## src/rtl/clk_period_meter_if.sv

```systemverilog
// Request/result bundle of the slow-clock period meter.
// master issues start and collects results; slave is the meter.
interface clk_period_meter_if #(
  parameter int CNT_W = 32
);
  logic             start;
  logic [CNT_W-1:0] period;
  logic [CNT_W-1:0] high_time;
  logic             valid;
  logic             busy;
  logic             timeout;

  modport master (
    output start,
    input  period, high_time, valid, busy, timeout
  );

  modport slave (
    input  start,
    output period, high_time, valid, busy, timeout
  );
endinterface

```

## src/rtl/clk_period_meter.sv

```systemverilog
// Measures period and high time of SlowClk in clk cycles between two rising edges.
// Result and valid appear one cycle after the terminating edge; start is ignored while busy.
module clk_period_meter #(
  parameter int          CNT_W   = 32,
  parameter int unsigned TIMEOUT = 1000000
) (
  input  logic              clk,
  input  logic              rst,
  input  logic              SlowClk,
  clk_period_meter_if.slave bus
);

  localparam logic [CNT_W-1:0] TLAST = CNT_W'(TIMEOUT - 1);
  localparam logic [CNT_W-1:0] ONE   = CNT_W'(1);

  typedef enum logic [1:0] {
    IDLE    = 2'd0,
    ARM     = 2'd1,
    MEASURE = 2'd2
  } state_t;

  state_t           state_q;
  logic             s1_q, s2_q, s3_q;
  logic [CNT_W-1:0] cnt_q, hcnt_q, tcnt_q;
  logic [CNT_W-1:0] cnt_d, hcnt_d, tcnt_d;
  logic [CNT_W-1:0] period_q, high_time_q;
  logic             valid_q, busy_q, timeout_q;
  logic             rise, lvl, tlast;

  always_ff @(posedge clk or posedge rst) begin
    if (rst) begin
      s1_q <= 1'b0;
      s2_q <= 1'b0;
      s3_q <= 1'b0;
    end else begin
      s1_q <= SlowClk;
      s2_q <= s1_q;
      s3_q <= s2_q;
    end
  end

  assign rise   = s2_q & ~s3_q;
  assign lvl    = s2_q;
  assign tlast  = (tcnt_q == TLAST);
  assign cnt_d  = cnt_q + ONE;
  assign hcnt_d = lvl ? (hcnt_q + ONE) : hcnt_q;
  assign tcnt_d = tcnt_q + ONE;

  always_ff @(posedge clk or posedge rst) begin
    if (rst) begin
      state_q     <= IDLE;
      cnt_q       <= '0;
      hcnt_q      <= '0;
      tcnt_q      <= '0;
      period_q    <= '0;
      high_time_q <= '0;
      valid_q     <= 1'b0;
      busy_q      <= 1'b0;
      timeout_q   <= 1'b0;
    end else begin
      valid_q <= 1'b0;
      case (state_q)
        IDLE: begin
          if (bus.start) begin
            timeout_q <= 1'b0;
            tcnt_q    <= '0;
            busy_q    <= 1'b1;
            state_q   <= ARM;
          end
        end
        ARM: begin
          tcnt_q <= tcnt_d;
          if (tlast) begin
            timeout_q <= 1'b1;
            busy_q    <= 1'b0;
            state_q   <= IDLE;
          end else if (rise) begin
            // The arming edge opens the window; it already counts as one cycle.
            cnt_q   <= ONE;
            hcnt_q  <= ONE;
            state_q <= MEASURE;
          end
        end
        MEASURE: begin
          tcnt_q <= tcnt_d;
          // A closing edge beats a simultaneous timeout.
          if (rise) begin
            period_q    <= cnt_q;
            high_time_q <= hcnt_q;
            valid_q     <= 1'b1;
            busy_q      <= 1'b0;
            state_q     <= IDLE;
          end else if (tlast) begin
            timeout_q <= 1'b1;
            busy_q    <= 1'b0;
            state_q   <= IDLE;
          end else begin
            cnt_q  <= cnt_d;
            hcnt_q <= hcnt_d;
          end
        end
        default: begin
          busy_q  <= 1'b0;
          state_q <= IDLE;
        end
      endcase
    end
  end

  assign bus.period    = period_q;
  assign bus.high_time = high_time_q;
  assign bus.valid     = valid_q;
  assign bus.busy      = busy_q;
  assign bus.timeout   = timeout_q;

endmodule

```

## src/flat_wrapper.sv

```systemverilog
// flat-port wrapper written by rule: the top's interface ports become plain ports
module clk_period_meter_flat 
#(
  parameter int          CNT_W   = 32,
  parameter int unsigned TIMEOUT = 1000000
)
  (clk, rst, SlowClk, bus_start, bus_period, bus_high_time, bus_valid, bus_busy, bus_timeout);
  clk_period_meter_if #(.CNT_W(CNT_W)) bus_i ();
  input  logic clk;
  input  logic rst;
  input  logic SlowClk;
  input wire logic [$bits(bus_i.start)-1:0] bus_start;
  output wire logic [$bits(bus_i.period)-1:0] bus_period;
  output wire logic [$bits(bus_i.high_time)-1:0] bus_high_time;
  output wire logic [$bits(bus_i.valid)-1:0] bus_valid;
  output wire logic [$bits(bus_i.busy)-1:0] bus_busy;
  output wire logic [$bits(bus_i.timeout)-1:0] bus_timeout;
  assign bus_i.start = bus_start;
  assign bus_period = bus_i.period;
  assign bus_high_time = bus_i.high_time;
  assign bus_valid = bus_i.valid;
  assign bus_busy = bus_i.busy;
  assign bus_timeout = bus_i.timeout;
  clk_period_meter #(.CNT_W(CNT_W), .TIMEOUT(TIMEOUT)) u_core (.clk(clk), .rst(rst), .SlowClk(SlowClk), .bus(bus_i));
endmodule
```

## config.mk

```make
export PLATFORM = sky130hd
export DESIGN_NAME = clk_period_meter_flat
export DESIGN_NICKNAME = d
export VERILOG_FILES = /design/src/rtl/clk_period_meter_if.sv /design/src/rtl/clk_period_meter.sv /design/src/flat_wrapper.sv
export SDC_FILE = /design/constraint.sdc
export NUM_CORES = 1
export LEC_CHECK = 0
export CORE_MARGIN = 8
export CORE_UTILIZATION = 40
export DETAILED_ROUTE_END_ITERATION = 7
export MAX_ROUTING_LAYER = met4
export PLACE_DENSITY = 0.67
export SYNTH_ARGS = -nofsm -noshare
export SYNTH_HDL_FRONTEND = slang
export SYNTH_SLANG_ARGS = --single-unit
```

## constraint.sdc

```tcl
create_clock -name clk -period 5.7 [get_ports clk]
set_clock_uncertainty 0.05 [all_clocks]
set_input_delay 0.57 -clock clk [delete_from_list [all_inputs] [get_ports clk]]
set_output_delay 0.57 -clock clk [all_outputs]
set_load 0.05 [all_outputs]
```

# Yosys cells after proc, flatten, opt, wreduce, memory -nomap -nowiden
# Cells that the tools add are included.
[word_totals] reg_bits=168 inputBits=4 wordCells=66 output_inout_bits=67
[classes] reduce_logical=11 add_sub_neg=3 n_mux=27 bitwise=2 eq_ne=11
[op_table] op="two-way mux 32 bit" count=8
[op_table] op="case mux 32 bit (2 select lines)" count=3
[op_table] op="adder 32 x 1 -> 32 bit (second input constant)" count=3
[op_table] op="equality test 32 x 20 -> 1 bit (second input constant)" count=1
[op_table] op="two-way mux 2 bit" count=5
[op_table] op="two-way mux 1 bit" count=8
[op_table] op="!= test 2 bit (second input constant)" count=4
[op_table] op="!= test 3 x 1 -> 1 bit (second input constant)" count=2
[op_table] op="case mux 1 bit (3 select lines)" count=2
[op_table] op="case mux 2 bit (3 select lines)" count=1
[op_table] op="AND reduction 3 bit" count=2
[op_table] op="AND reduction 6 bit" count=1
[op_table] op="AND reduction 5 bit" count=1
[op_table] op="!= test 2 x 1 -> 1 bit (second input constant)" count=2
[op_table] op="AND reduction 2 bit" count=2
[op_table] op="nonzero test 2 bit" count=2
[op_table] op="nonzero test 3 bit" count=1
[op_table] op="equality test 2 x 1 -> 1 bit (second input constant)" count=1
[op_table] op="equality test 2 bit (second input constant)" count=1
[op_table] op="logical NOT 2 bit" count=1
[op_table] op="OR reduction 2 bit" count=1
[op_table] op="AND 1 bit" count=1
[op_table] op="NOT 1 bit" count=1

# Depth between registers and ports, before layout
[depth] word_depth=5 ltp_mapped=11 depth_no_buf=8

# Least setup slack after synthesis
# Ideal clock, no wire load.
[synth_timing] path_type="register -> register" from="reg u_core.state_q[0]" to="reg u_core.hcnt_q[28]" t_required_ns=5.577 synth_period_minus_slack_ns=2.291 arrival_time_ns=2.168 n_path_buf=2 path_stages_with_launch=11 setup_time_ns=0.073 path_slack_ns=3.409 cell_sequence="dfrtp_1 inv_1 ha_1 clkbuf_1 inv_1 o21ai_0 a31o_1 buf_4 and2_4 or4_4 a21oi_2"
[synth_via] elab_chain_len=3 word_cells_on_any_way=10 classes_between="7 x eq/ne; 1 x mux; 2 x reduce/logical"
[synth_rtl] element="start, declared" line="clk_period_meter.sv:22" rtl="state_t state_q;"
[synth_rtl] element="start signal, assigned" line="clk_period_meter.sv:51" rtl="state_q <= IDLE;"
[synth_rtl] element="start signal, assigned" line="clk_period_meter.sv:68" rtl="state_q <= ARM;"
[synth_rtl] element="start signal, assigned" line="clk_period_meter.sv:76" rtl="state_q <= IDLE;"
[synth_rtl] element="equality test 2 bit or equality test 2 x 1 -> 1 bit (tied branches)" line="clk_period_meter.sv:62" rtl="case (state_q)"
[synth_rtl] element="!= test 2 x 1 -> 1 bit (no source line), or another cell as far along"
[synth_rtl] element="AND reduction 6 bit (no source line)"
[synth_rtl] element="end signal, assigned" line="clk_period_meter.sv:99" rtl="hcnt_q <= hcnt_d;"
[synth_rtl] element="end, declared" line="clk_period_meter.sv:24" rtl="logic [CNT_W-1:0] cnt_q, hcnt_q, tcnt_q;"
# Parallel ways exist; a longest one is shown, timed or not.
# A chain may end at the register's enable or synchronous reset.

# Worst setup path after layout
[layout_timing] from="reg u_core.state_q[0]" to="reg u_core.hcnt_q[17]"
# Same word-level chain as after synthesis.

==> impl_metrics.csv <==
group,metric,value,unit
floorplanning,start_util,40.20,%
worst_setup_path,worstPathArrival,3.51,ns
placement,place_congestion,0.8399,
logic_synthesis,synth_top_area_share,52.35,%
worst_hold_path,min_path_type,"reg -> reg",
floorplanning,core_area,19970,sq um
power_and_ir_drop,p_int,0.002088,W
logic_synthesis,syn-mean-instance-area,10.35,sq um
clock_tree,cts_setup_buffers,0,
placement,dp_slack,2.477,ns
floorplanning,fp.dieW,157.7,microns
clock_tree,htree_levels,4,
logic_synthesis,synthArstFlopShare,100.0,%
global_routing,grt_max_degree,95,
worst_setup_path,worstPathMaxFanout,37,
worst_setup_path,crit_path_start_kind,"register",
timing,period_share,56.89,%
finish,area_delta_synth_final,18.57,%
global_routing,grt_overflow,0,
timing,finalMaxSlewViolations,0,
floorplanning,io_pins,71,
timing,max-slew-margin-rel,27.32,%
finish,n_antenna_cell,0,
outcome,status,"finished clean",
logic_synthesis,syn-num-nets,787,
placement,hpwl,11990,microns
finish,final_cell_area,9522,sq um
finish,num-nets-final,841,
logic_synthesis,ys_warn_count,0,
drt,antenna_left,0,
clock_tree,clock_path_buffers,2,
power_and_ir_drop,p_comb_share,25.4,%
clock_tree,clk_latency,0.43,ns
logic_synthesis,synth_area_leaders,"dfrtp_1 52%, mux2_2 8.6%, nand2_1 3.3%",
placement,port_buffers,70,
finish,layout.cells.non_filler,1113,
drt,totalWireLength,17860,microns
timing,layout_min_cycle_time,3.243,ns
drt,avgRoutedWirePerCell,16.05,microns
worst_setup_path,end_kind,"register",
drt,dr_total_vias,6047,
drt,drcViolationCount,0,
global_routing,grt_pass1_wl,30100,microns
drt,drt_iter0_drc,503,
floorplanning,rows,52,
timing,worst_slack,2.457,ns
placement,place_area,8936,sq um
finish,fillers,1873,
drt,vias_per_cell,5.433,
placement,dp_cells,1081,
finish,finish.utilization,47.67,%
clock_tree,cts_hold_buffers,0,
timing,setup-tns-final,0,ns
clock_tree,cts_buffers,17,
timing,setup_viol,0,
floorplanning,die_h,157.7,microns
logic_synthesis,synth_area_leader_cell,"dfrtp_1",
power_and_ir_drop,swShare,35.20,%
global_routing,globalRouteTotalUtil,15.54,%
timing,rsz0062_at_grt,"false",
logic_synthesis,synth-seq-cells,168,
power_and_ir_drop,powerDensity,338.4,nW/um^2
power_and_ir_drop,clockPowerShare,34.9,%
flow_run,cap_violations,0,
logic_synthesis,yosys_most_used_dff,"dfrtp_1",
clock_tree,cts_root_buf,"clkbuf_16",
clock_tree,clk_pin_slew,0.07,ns
global_routing,first_global_vias,5831,
power_and_ir_drop,p_sw,0.001134,W
clock_tree,tritoncts,"yes",
logic_synthesis,synth_edf_count,0,
drt,drtPass1Iterations,5,
floorplanning,die_area,24870,sq um
logic_synthesis,netlist_area,8030,sq um
worst_setup_path,worstPathRequired,5.97,ns
timing,hold_viol_final,0,
worst_setup_path,criticalPathCategory,"reg -> reg",
power_and_ir_drop,leakage,4.149,nW
logic_synthesis,netlist_instances,776,
power_and_ir_drop,ir_worst_vdd,0.2632,mV
logic_synthesis,ys_seq_area_share,52.35,%
clock_tree,post_cts_resized,0,
timing,fmax,308.4,MHz
logic_synthesis,ys_types,61,
global_routing,antenna_found_initial,0,
finish,drive_gt1_share,14.00,%
clock_tree,clkSinkCount,168,
power_and_ir_drop,seq_power_share,39.7,%
timing,tightest_slew,1.090,ns
[cell families after synthesis]
family	Yosys count	synth area share (%)
flops	168	52.35
simple gates	289	18.78
mux	64	8.928
buf+inv	62	3.334
xor+xnor	38	4.145
fa+ha+maj	7	1.091
compound gates	148	11.37
[power by group through the flow]
stage | logic, W | clock network, W | registers, W
finish | 0.000818 | 0.00113 | 0.00128
global route | 0.000915 | 0.00120 | 0.00128
CTS | 0.000826 | 0.00115 | 0.00128
detailed placement | 0.000820 | 0 | 0.00130
global placement | 0.000814 | 0 | 0.00130
floorplan | 0.000579 | 0 | 0.00135
[flip-flops by register name, indices dropped and copies added (netlist names)]
register / flops
u_core.bus.busy: 1
u_core.bus.high_time: 32
u_core.bus.period: 32
u_core.bus.timeout: 1
u_core.bus.valid: 1
u_core.cnt_q: 32
u_core.hcnt_q: 32
u_core.lvl: 1
u_core.s1_q: 1
u_core.s3_q: 1
u_core.state_q: 2
u_core.tcnt_q: 32
[critical path, cell delays in order (launching register included)]
cell and delay [ns]:
dfrtp_1 0.39, inv_1 0.08, ha_1 0.19, buf_4 0.25, inv_1 0.45, o21ai_0 0.23, a31o_1 0.45, nor2_2 0.47
buf_4 0.28, nor2_1 0.05, a41o_1 0.22
[cells in the mapped netlist (20+ instances only)]
library cell  number
a21oi_1           28
a31oi_1           23
and3_1            21
clkbuf_1          23
dfrtp_1          168
inv_1             20
mux2_2            61
nand2_1           71
nand3_1           49
nand4_1           23
nor2_1            61
o21ai_0           52
xor2_1            21
[routing by layer]
| metal | wire length [microns] | up-vias | GRT usage (%) |
|---|---|---|---|
| li1 | - | 2911 | - |
| met1 | 8642 | 3008 | 20.53 |
| met2 | 8333 | 118 | 23.84 |
| met3 | 739 | 10 | 3.303 |
| met4 | 143 | 0 | 4.352 |
| met5 | 0 | - | - |
[cells in the final DEF, fill, tap and decap left out, types with 3 or more instances in the layout]
| master | count |
|---|---|
| nand2b_1 | 3 |
| buf_4 | 7 |
| mux2_2 | 61 |
| and4_1 | 9 |
| xnor2_1 | 17 |
| o31ai_1 | 10 |
| ha_1 | 7 |
| a21oi_1 | 28 |
| nand2_1 | 70 |
| and3_1 | 21 |
| and2_1 | 5 |
| a31oi_1 | 23 |
| nand3_1 | 49 |
| clkinvlp_4 | 3 |
| clkinv_4 | 5 |
| nor3_1 | 14 |
| nand4_1 | 23 |
| a41oi_1 | 5 |
| inv_1 | 19 |
| nor2b_1 | 3 |
| nor4b_1 | 3 |
| or2_2 | 3 |
| xor2_1 | 21 |
| mux2i_1 | 3 |
| clkbuf_16 | 17 |
| inv_6 | 3 |
| nor2_1 | 61 |
| a22o_1 | 3 |
| dfrtp_1 | 168 |
| o21a_1 | 3 |
| nand4b_1 | 3 |
| clkbuf_8 | 3 |
| o211ai_1 | 3 |
| a211oi_1 | 4 |
| o21ai_0 | 52 |
| nor4_1 | 7 |
| clkdlybuf4s50_1 | 70 |
[layout make-up]
class	count	area [sq um]	share of cell area, %
Sequential cell	168	4204	44.15
Multi-Input combinational cell	546	3561	37.40
Timing Repair Buffer	77	753.2	7.911
Clock buffer	20	466.7	4.901
Tap cell	270	337.8	3.548
Clock inverter	12	118.9	1.248
Inverter	20	80.08	0.8410
[per-stage QoR]
stage / power [W] / hold slack [ns]
3_3_place_gp: 0.002112 / 0.2911
2_1_floorplan: 0.001926 / 0.2812
6_report: 0.003222 / 0.3078
3_5_place_dp: 0.002120 / 0.2957
4_1_cts: 0.003256 / 0.3105
5_1_grt: 0.003401 / 0.3260
[worst paths after layout]
path | startpoint | to | slack (ns) | cells after the start
min in group asynchronous | rst | u_core.bus.period[6] | 0.65 | 2
min reg2reg | u_core.s1_q | u_core.lvl | 0.31 | 0
max in group asynchronous | rst | u_core.bus.period[25] | 3.94 | 3
min | u_core.s1_q | u_core.lvl | 0.31 | 0
max reg2reg | u_core.state_q[0] | u_core.hcnt_q[17] | 2.46 | 10
max | u_core.state_q[0] | u_core.hcnt_q[17] | 2.46 | 10
Note: power is estimated with default switching activity, not from simulation.
